## src/rtl/dll_pkg.sv

```systemverilog
// Shared widths, code constants and FSM encoding for the FMDLL delay-code controller.
package dll_pkg;
   localparam int QW       = 10;
   localparam int MW       = 2;
   localparam int NW       = 4;
   localparam int LOCK_CNT = 4;
   localparam int KW       = $clog2(QW);
   localparam int LCW      = $clog2(LOCK_CNT + 1);

   localparam logic [QW-1:0]  QMID     = 10'h200;
   localparam logic [QW-1:0]  QMAX     = '1;
   localparam logic [QW-1:0]  Q_ONE    = 1;
   localparam logic [KW-1:0]  K_ONE    = 1;
   localparam logic [KW-1:0]  K_TOP    = KW'(QW - 1);
   localparam logic [LCW-1:0] LOCK_MAX = LCW'(LOCK_CNT);

   typedef enum logic [1:0] {
      ST_IDLE  = 2'd0,
      ST_SAR   = 2'd1,
      ST_TRACK = 2'd2
   } dll_state_e;
endpackage

```

## src/rtl/dll_frame_cnt.sv

```systemverilog
// Free-running M/N frame counters with zero-as-one clamping and the frame_end strobe.
module dll_frame_cnt
   import dll_pkg::*;
(
   input  logic          clk_ext,
   input  logic          Reset_SAR,
   input  logic          i_restart,
   input  logic [MW-1:0] i_m,
   input  logic [NW-1:0] i_n,
   output logic [MW-1:0] o_m_cnt,
   output logic [NW-1:0] o_n_cnt,
   output logic          o_frame_end
);
   localparam logic [MW-1:0] M_ONE = 1;
   localparam logic [NW-1:0] N_ONE = 1;

   logic [MW-1:0] w_m_eff;
   logic [NW-1:0] w_n_eff;
   logic [MW-1:0] r_m_cnt;
   logic [NW-1:0] r_n_cnt;

   assign w_m_eff = (i_m == '0) ? M_ONE : i_m;
   assign w_n_eff = (i_n == '0) ? N_ONE : i_n;

   // ">=" rather than "==" so a counter stranded above a shrunken limit wraps next cycle.
   always_ff @(posedge clk_ext or posedge Reset_SAR) begin
      if (Reset_SAR) begin
         r_m_cnt <= M_ONE;
         r_n_cnt <= N_ONE;
      end else if (i_restart) begin
         r_m_cnt <= M_ONE;
         r_n_cnt <= N_ONE;
      end else if (r_n_cnt >= w_n_eff) begin
         r_n_cnt <= N_ONE;
         r_m_cnt <= (r_m_cnt >= w_m_eff) ? M_ONE : r_m_cnt + M_ONE;
      end else begin
         r_n_cnt <= r_n_cnt + N_ONE;
         if (r_m_cnt > w_m_eff) r_m_cnt <= M_ONE;
      end
   end

   assign o_m_cnt     = r_m_cnt;
   assign o_n_cnt     = r_n_cnt;
   assign o_frame_end = (r_m_cnt == w_m_eff) && (r_n_cnt == w_n_eff);
endmodule

```

## src/rtl/dll_sar_ctrl.sv

```systemverilog
// FMDLL delay-code controller: SAR search from midscale, then +/-1 LSB tracking with lock detect.
module dll_sar_ctrl
   import dll_pkg::*;
(
   input  logic          clk_ext,
   input  logic          Reset_SAR,
   input  logic          start,
   input  logic [MW-1:0] M,
   input  logic [NW-1:0] N,
   input  logic          COMP,
   output logic [MW-1:0] M_counter,
   output logic [NW-1:0] N_counter,
   output logic [QW-1:0] Q,
   output logic [QW-1:0] Q_next,
   output logic          frame_end,
   output logic          busy,
   output logic          lock,
   output dll_state_e    o_dbg_state
);
   dll_state_e     r_state;
   dll_state_e     w_state_nxt;
   logic [KW-1:0]  r_k;
   logic [QW-1:0]  r_q;
   logic [QW-1:0]  w_q_nxt;
   logic [QW-1:0]  w_bit_k;
   logic [QW-1:0]  w_bit_lo;
   logic [LCW-1:0] r_rev;
   logic [LCW-1:0] w_rev_inc;
   logic           r_prev_dir;
   logic           r_lock;
   logic           w_frame_end;

   dll_frame_cnt u_frame_cnt (
      .clk_ext     (clk_ext),
      .Reset_SAR   (Reset_SAR),
      .i_restart   (start),
      .i_m         (M),
      .i_n         (N),
      .o_m_cnt     (M_counter),
      .o_n_cnt     (N_counter),
      .o_frame_end (w_frame_end)
   );

   assign w_bit_k   = Q_ONE << r_k;
   assign w_bit_lo  = Q_ONE << (r_k - K_ONE);
   assign w_rev_inc = (r_rev == LOCK_MAX) ? r_rev : r_rev + 1'b1;

   always_comb begin
      w_state_nxt = r_state;
      w_q_nxt     = r_q;
      case (r_state)
         ST_SAR: begin
            // The trial bit k is already set in Q: keep or clear it, then trial bit k-1.
            if (r_k == '0) begin
               w_q_nxt = COMP ? r_q : (r_q & ~Q_ONE);
               if (w_frame_end) w_state_nxt = ST_TRACK;
            end else begin
               w_q_nxt = COMP ? (r_q | w_bit_lo) : ((r_q & ~w_bit_k) | w_bit_lo);
            end
         end
         ST_TRACK: begin
            if (COMP) w_q_nxt = (r_q == QMAX) ? r_q : r_q + Q_ONE;
            else      w_q_nxt = (r_q == '0)   ? r_q : r_q - Q_ONE;
         end
         default: begin
            w_state_nxt = r_state;
            w_q_nxt     = r_q;
         end
      endcase
   end

   always_ff @(posedge clk_ext or posedge Reset_SAR) begin
      if (Reset_SAR) begin
         r_state    <= ST_IDLE;
         r_k        <= K_TOP;
         r_q        <= QMID;
         r_rev      <= '0;
         r_prev_dir <= 1'b0;
         r_lock     <= 1'b0;
      end else if (start) begin
         r_state    <= ST_SAR;
         r_k        <= K_TOP;
         r_q        <= QMID;
         r_rev      <= '0;
         r_lock     <= 1'b0;
      end else begin
         r_state <= w_state_nxt;
         if (w_frame_end && (r_state != ST_IDLE)) begin
            r_q        <= w_q_nxt;
            r_prev_dir <= COMP;
            if ((r_state == ST_SAR) && (r_k != '0)) r_k <= r_k - K_ONE;
            // A saturated step still carries a direction for reversal counting.
            if (r_state == ST_TRACK) begin
               if (COMP != r_prev_dir) begin
                  r_rev  <= w_rev_inc;
                  r_lock <= (w_rev_inc == LOCK_MAX);
               end else begin
                  r_rev  <= '0;
                  r_lock <= 1'b0;
               end
            end
         end
      end
   end

   assign Q           = r_q;
   assign Q_next      = w_q_nxt;
   assign frame_end   = w_frame_end;
   assign busy        = (r_state == ST_SAR);
   assign lock        = r_lock;
   assign o_dbg_state = r_state;
endmodule

```

## config.mk

```make
export PLATFORM = sky130hd
export DESIGN_NAME = dll_sar_ctrl
export DESIGN_NICKNAME = d
export VERILOG_FILES = /design/src/rtl/dll_pkg.sv /design/src/rtl/dll_frame_cnt.sv /design/src/rtl/dll_sar_ctrl.sv
export SDC_FILE = /design/constraint.sdc
export NUM_CORES = 1
export LEC_CHECK = 0
export CAP_MARGIN = 10
export CORE_AREA = 2 2 99 101
export DETAILED_ROUTE_END_ITERATION = 6
export DIE_AREA = 0 0 101 103
export DONT_BUFFER_PORTS = 1
export PLACE_DENSITY = 0.51
export SYNTH_ARGS = -nofsm -noshare
export SYNTH_HDL_FRONTEND = slang
export SYNTH_SLANG_ARGS = --single-unit
```

## constraint.sdc

```tcl
create_clock -name clk_ext -period 2.87 [get_ports clk_ext]
set_input_delay 0.287 -clock clk_ext [delete_from_list [all_inputs] [get_ports clk_ext]]
set_output_delay 0.287 -clock clk_ext [all_outputs]
set_load 0.005 [all_outputs]
```

# Word-level counts from Yosys, hierarchy flattened
# Index checks and enable logic that the tools add are counted.
[op_classes] addsub=6 mul=0 n_div=0 order_cmp=3 n_eq_ne=8 shift=2 muxes=33 bitwise=5 reduce_logical=20
[op_table] op="10-bit two-way mux" count=7
[op_table] op="4-bit two-way mux" count=6
[op_table] op="10-bit OR" count=2
[op_table] op="10-bit case mux with 2 select lines" count=1
[op_table] op="1-bit by 4-bit left shift with 10-bit output (first input constant)" count=2
[op_table] op="2-bit two-way mux" count=9
[op_table] op="3-bit two-way mux" count=5
[op_table] op="2-bit nonzero test" count=7
[op_table] op="10-bit by 1-bit adder with 10-bit output (second input constant)" count=1
[op_table] op="10-bit AND" count=1
[op_table] op="10-bit == test (second input constant)" count=1
[op_table] op="10-bit zero test" count=1
[op_table] op="10-bit NOT" count=1
[op_table] op="10-bit by 1-bit subtractor with 10-bit output (second input constant)" count=1
[op_table] op="4-bit zero test" count=2
[op_table] op="3-bit == test (second input constant)" count=2
[op_table] op="2-bit AND reduction" count=3
[op_table] op="1-bit two-way mux" count=5
[op_table] op="4-bit by 1-bit adder with 4-bit output (second input constant)" count=1
[op_table] op="4-bit == test" count=1
[op_table] op="4-bit >= comparator" count=1
[op_table] op="4-bit nonzero test" count=1
[op_table] op="4-bit by 1-bit subtractor with 4-bit output (second input constant)" count=1
[op_table] op="3-bit by 1-bit adder with 3-bit output (second input constant)" count=1
[op_table] op="other kinds (12)" count=14
[word_totals] reg_bits=27 latchBits=0 mem_bits_rw=0 romBits=0 inputBits=10 wordCells=85 memories=0

# Logic depth before layout (Yosys ltp)
# Gate-level depths: netlist of run 1.
[logic_depth] depth_word=9 ltp_mapped=10

# Cells and area by module
# From an unflattened synthesis of run 1, not the netlist that was laid out.
[unflattened] hier_cells=353 area_unflattened_um2=2787.7
[modules_own_cells] mod="dll_sar_ctrl" instances=1 cells_each=303 area_per_inst_um2=2323.5 seq_area_each_um2=529.3
[modules_own_cells] mod="dll_frame_cnt" instances=1 cells_each=50 area_per_inst_um2=464.2 seq_area_each_um2=152.6

# Worst setup path before layout of run 1
# No wires, ideal clock.
[synth_timing] path_type="reg-to-output" startpoint="reg r_q[0], in the netlist Q[0]" endpoint="out Q_next[7]" arrival_time_ns=2.128 required_time_ns=2.583 slack_ns=0.455 path_stages_with_launch=9 cell_sequence="dfrtp_1 inv_1 ha_1 nor3b_2 a31oi_2 a31oi_1 mux2_1 a222oi_1 inv_1"
[synth_via] elab_chain_cells=4 elab_cells_between_ends=8 classes_between="2 x add/sub; 1 x eq/ne; 4 x mux; 1 x reduce/logical"
[synth_rtl] item="from (decl)" line="dll_sar_ctrl.sv:23" source="logic [QW-1:0] r_q;"
[synth_rtl] item="from (signal assigned)" line="dll_sar_ctrl.sv:89" source="r_q <= w_q_nxt;"
[synth_rtl] item="10-bit by 1-bit subtractor with 10-bit output, or another cell as far along" line="dll_sar_ctrl.sv:63" source="else w_q_nxt = (r_q == '0) ? r_q : r_q - Q_ONE;"
[synth_rtl] item="10-bit two-way mux, on equally long branches" line="dll_sar_ctrl.sv:63, dll_sar_ctrl.sv:62"
[synth_rtl] item="10-bit two-way mux *" line="dll_sar_ctrl.sv:62" source="if (COMP) w_q_nxt = (r_q == QMAX) ? r_q : r_q + Q_ONE;"
[synth_rtl] item="10-bit case mux with 2 select lines *" line="dll_sar_ctrl.sv:51" source="case (r_state)"
[synth_rtl] item="to (decl)" line="dll_sar_ctrl.sv:14" source="output logic [QW-1:0] Q_next,"
# Mark *: on every way between the ends. The rest lies on a longest branch, timed or not.

# Final worst setup path of run 1
# Same ends and word-level chain as after synthesis.

==> flow_metrics.env, run 1 <==
export IMPL_status="completed"
export IMPL_drive_gt1_frac=0.1557
export IMPL_setup_viol=0
export IMPL_async_reset_ff_frac=1.000
export IMPL_met3_length_um=584
export IMPL_drc=0
export IMPL_ys_seq_elements=27
export IMPL_clk_latency_ps=290
export IMPL_grt_start_max_net_pins=28
export IMPL_combPwrFrac=0.326
export IMPL_power_total_mw=1.087
export IMPL_fmax_mhz=353.7
export IMPL_slew_viol_final=0
export IMPL_hold_viol=0
export IMPL_period_share=0.9852
export IMPL_ios=41
export IMPL_drt_wirelength_per_cell_um=18.06
export IMPL_worstMarginPinSlew_ps=741.7
export IMPL_detailed_place_hpwl_mm=5.901
export IMPL_post_dp_cell_area_um2=2800
export IMPL_synthCells=338
export IMPL_p_seq_frac=0.441
export IMPL_crit_type="reg -> out"
export IMPL_fin_area_um2=2893
export IMPL_crit_chain="inv_1 > ha_1 > nor3b_4 > a31oi_2 > a31oi_2 > mux2_1 > a222oi_1 > inv_1"
export IMPL_initial_utilization=0.2820
export IMPL_ys_seq_area_frac=0.2556
export IMPL_syn_to_final_growth_pct=8.443
export IMPL_cts_inserted_buffers=3
export IMPL_synth_flop_cell="dfrtp_1"
export IMPL_clk_pin_slew_worst_paths_ps=110
export IMPL_fillCellCount=1030
export IMPL_place_congestion=0.9236
export IMPL_drt_initial_drc_count=174
export IMPL_cp_slowest_cell="dfrtp_1"
export IMPL_switching_share=0.3753
export IMPL_antenna_found_initial=0
export IMPL_nNetsFinal=364
export IMPL_setup_tns_final_ps=0
export IMPL_wl_met2_mm=3.664
export IMPL_internal_power_mw=0.6792
export IMPL_grtUsageTotal=0.1555
export IMPL_final_common_cell="nand2_1"
export IMPL_peakVddDrop_mv=0.1338
export IMPL_clock_skew_ps=4.972
export IMPL_firstDrtPassIters=5
export IMPL_die_y_um=103
export IMPL_row_count=36
export IMPL_endpoint_kind="output port"
export IMPL_synth_warnings=0
export IMPL_regArea_um2=683.2
export IMPL_viasPerCell=5.819
export IMPL_ctsLongestPathBuffers=2
export IMPL_min_period_ps=2828
export IMPL_start_kind="register"
export IMPL_power_leakage_nw=1.280
export IMPL_fin_cells=448
export IMPL_routed_wl_mm=8.091
export IMPL_place_ws_ps=308.7
export IMPL_p_per_area_nw_per_um2=375.8
export IMPL_syn_num_nets=367
export IMPL_antenna_cells=0
export IMPL_slew_headroom=0.5056
export IMPL_syn_area_um2=2668
export IMPL_synth_edff_count=0
export IMPL_crit_required_ps=2580
export IMPL_htreeDepth=1
export IMPL_synth_largest_area_cell="dfrtp_1"
export IMPL_cp_max_fo=4
export IMPL_port_buffers=0
export IMPL_utilization=0.3058
export IMPL_die_w_um=101
export IMPL_maxCapViolCount=0
export IMPL_die_area_um2=10400
export IMPL_postRouteAntennaNets=0
export IMPL_vias=2607
export IMPL_power_share_clock=0.233
export IMPL_synth_cell_type_count=69
export IMPL_hold_ws_ps=44.39
export IMPL_synth_avg_cell_area_um2=7.892
export IMPL_multi_input_area_um2=1804
export IMPL_worst_ep_arrival_time_ps=2540
export IMPL_rsz0062_at_grt="yes"
export IMPL_grt_first_pass_wirelength_mm=12.82
export IMPL_netlist_area_leader_share=0.2064
export IMPL_hold_path_class="in -> reg"
export IMPL_cts_tree="done"
export IMPL_core_um2=9459
export IMPL_drt_met1_wl_mm=3.667
export IMPL_post_cts_repair_setup_buffers=0
export IMPL_globalRoute_totalOverflow=0
export IMPL_maxUsedRoutingLayer="met4"
export IMPL_cp_slowest_stage_delay_ps=390
export IMPL_final_cell_mix="nand2_1 (44), a21oi_1 (25), inv_1 (22)"
export IMPL_switchingPower_mw=0.4080
export IMPL_cts_sinks=27
export IMPL_layout_setup_ws_ps=42.41
export IMPL_place_inst=443
export IMPL_cts_root_buf="clkbuf_8"
export IMPL_synth_area_leaders="dfrtp_1 (21%), ha_1 (8.9%), nand2_1 (6.2%)"
export IMPL_grt_pass1_vias=2474
-- registers in the layout, indices dropped and copies added (netlist names) --
signal / count
u_frame_cnt.o_n_cnt: 4
r_rev: 3
r_prev_dir: 1
Q: 10
r_k: 4
lock: 1
o_dbg_state: 2
u_frame_cnt.o_m_cnt: 2
-- power by group through the flow --
stage	Clock (mW)	Sequential, mW	Combinational, mW
2_1_floorplan	0	0.463	0.290
3_3_place_gp	0	0.486	0.340
3_5_place_dp	0	0.487	0.345
4_1_cts	0.263	0.479	0.350
5_1_grt	0.272	0.486	0.400
6_report	0.253	0.480	0.354
-- cell usage after synthesis, drive strengths merged, types with 4 or more instances --
cell / number
nand2: 44
a31oi: 10
mux2i: 4
nor2: 18
and3: 9
a22o: 4
dfstp: 5
a211oi: 6
inv: 24
buf: 12
o21ai: 14
nor3b: 4
a21o: 4
nand2b: 5
xnor2: 6
dfrtp: 22
nor3: 15
nand3: 16
nor4: 4
a21oi: 25
nand4: 8
clkbuf: 12
ha: 19
-- final timing paths --
kind / slack (ps) / depth (start not counted) / startpoint / end
hold / removal: 40 / 1 / start / Q[7]$_DFFE_PP0P_
hold reg to reg: 510 / 1 / u_frame_cnt.o_n_cnt[0]$_DFF_PP1_ / u_frame_cnt.o_n_cnt[0]$_DFF_PP1_
setup / recovery: 40 / 8 / Q[0]$_DFFE_PP0P_ / Q_next[7]
min in group asynchronous: 500 / 3 / Reset_SAR / u_frame_cnt.o_n_cnt[3]$_DFF_PP0_
setup reg to reg: 500 / 8 / u_frame_cnt.o_n_cnt[0]$_DFF_PP1_ / Q[5]$_DFFE_PP0P_
max in group asynchronous: 2050 / 3 / Reset_SAR / Q[9]$_DFFE_PP1P_
-- critical path, delay by kind of cell, from the launching register on --
kind | cells | cell delay (ps)
adders and majority gates | 1 | 240
muxes | 1 | 340
buffers and inverters | 2 | 230
and+or+nand+nor | 1 | 280
DFF | 1 | 390
AOI/OAI and AO/OA | 3 | 770
-- logic make-up (layout without fill, tap and decap cells) --
group                    count (synthesis)  count (layout)  synth area share
flip-flops                              27              27            0.2556
adder cells (fa/ha/maj)                 19              19           0.08912
multiplexers                             6               6           0.02345
buffers and inverters                   48              44           0.07974
XOR/XNOR                                 8               8           0.02627
AO/OA/AOI/OAI                           93              93            0.2434
AND/OR/NAND/NOR                        137             137            0.2824
-- cell type report --
class | count | area share
multi-input cells | 263 | 0.6237
flip-flops and latches | 27 | 0.2362
well taps | 114 | 0.04931
repair buffers | 16 | 0.04239
inverters | 24 | 0.03114
clock buffers | 3 | 0.01427
clock inverters | 1 | 0.003028
-- timing repair --
| action | CTS | global route |
|---|---|---|
| resized for setup | 2 | 7 |
| endpoints found under the setup margin | 2 | 7 |
| endpoints found under the hold margin | 22 | 0 |
| cloned | 0 | 0 |
| pin swaps | 0 | 1 |
| hold buffers | 1 | 0 |
-- per-layer routing --
metal | up-vias | GRT usage
met5 | - | 0
met3 | 13 | 0.02847
met1 | 1261 | 0.2073
met2 | 104 | 0.2579
met4 | 0 | 0.04574
li1 | 1229 | -
No activity file was read; power rests on OpenSTA's default activity.
==> run 2, diff against run 1 <==
--- a/config.mk
+++ b/config.mk
@@ -11,6 +11,7 @@
 export DIE_AREA = 0 0 101 103
 export DONT_BUFFER_PORTS = 1
 export PLACE_DENSITY = 0.51
+export SLEW_MARGIN = 20
 export SYNTH_ARGS = -nofsm -noshare
 export SYNTH_HDL_FRONTEND = slang
 export SYNTH_SLANG_ARGS = --single-unit
==> results of run 2 <==
Same layout as run 1: the final DEF is identical, and so are final timing and power.
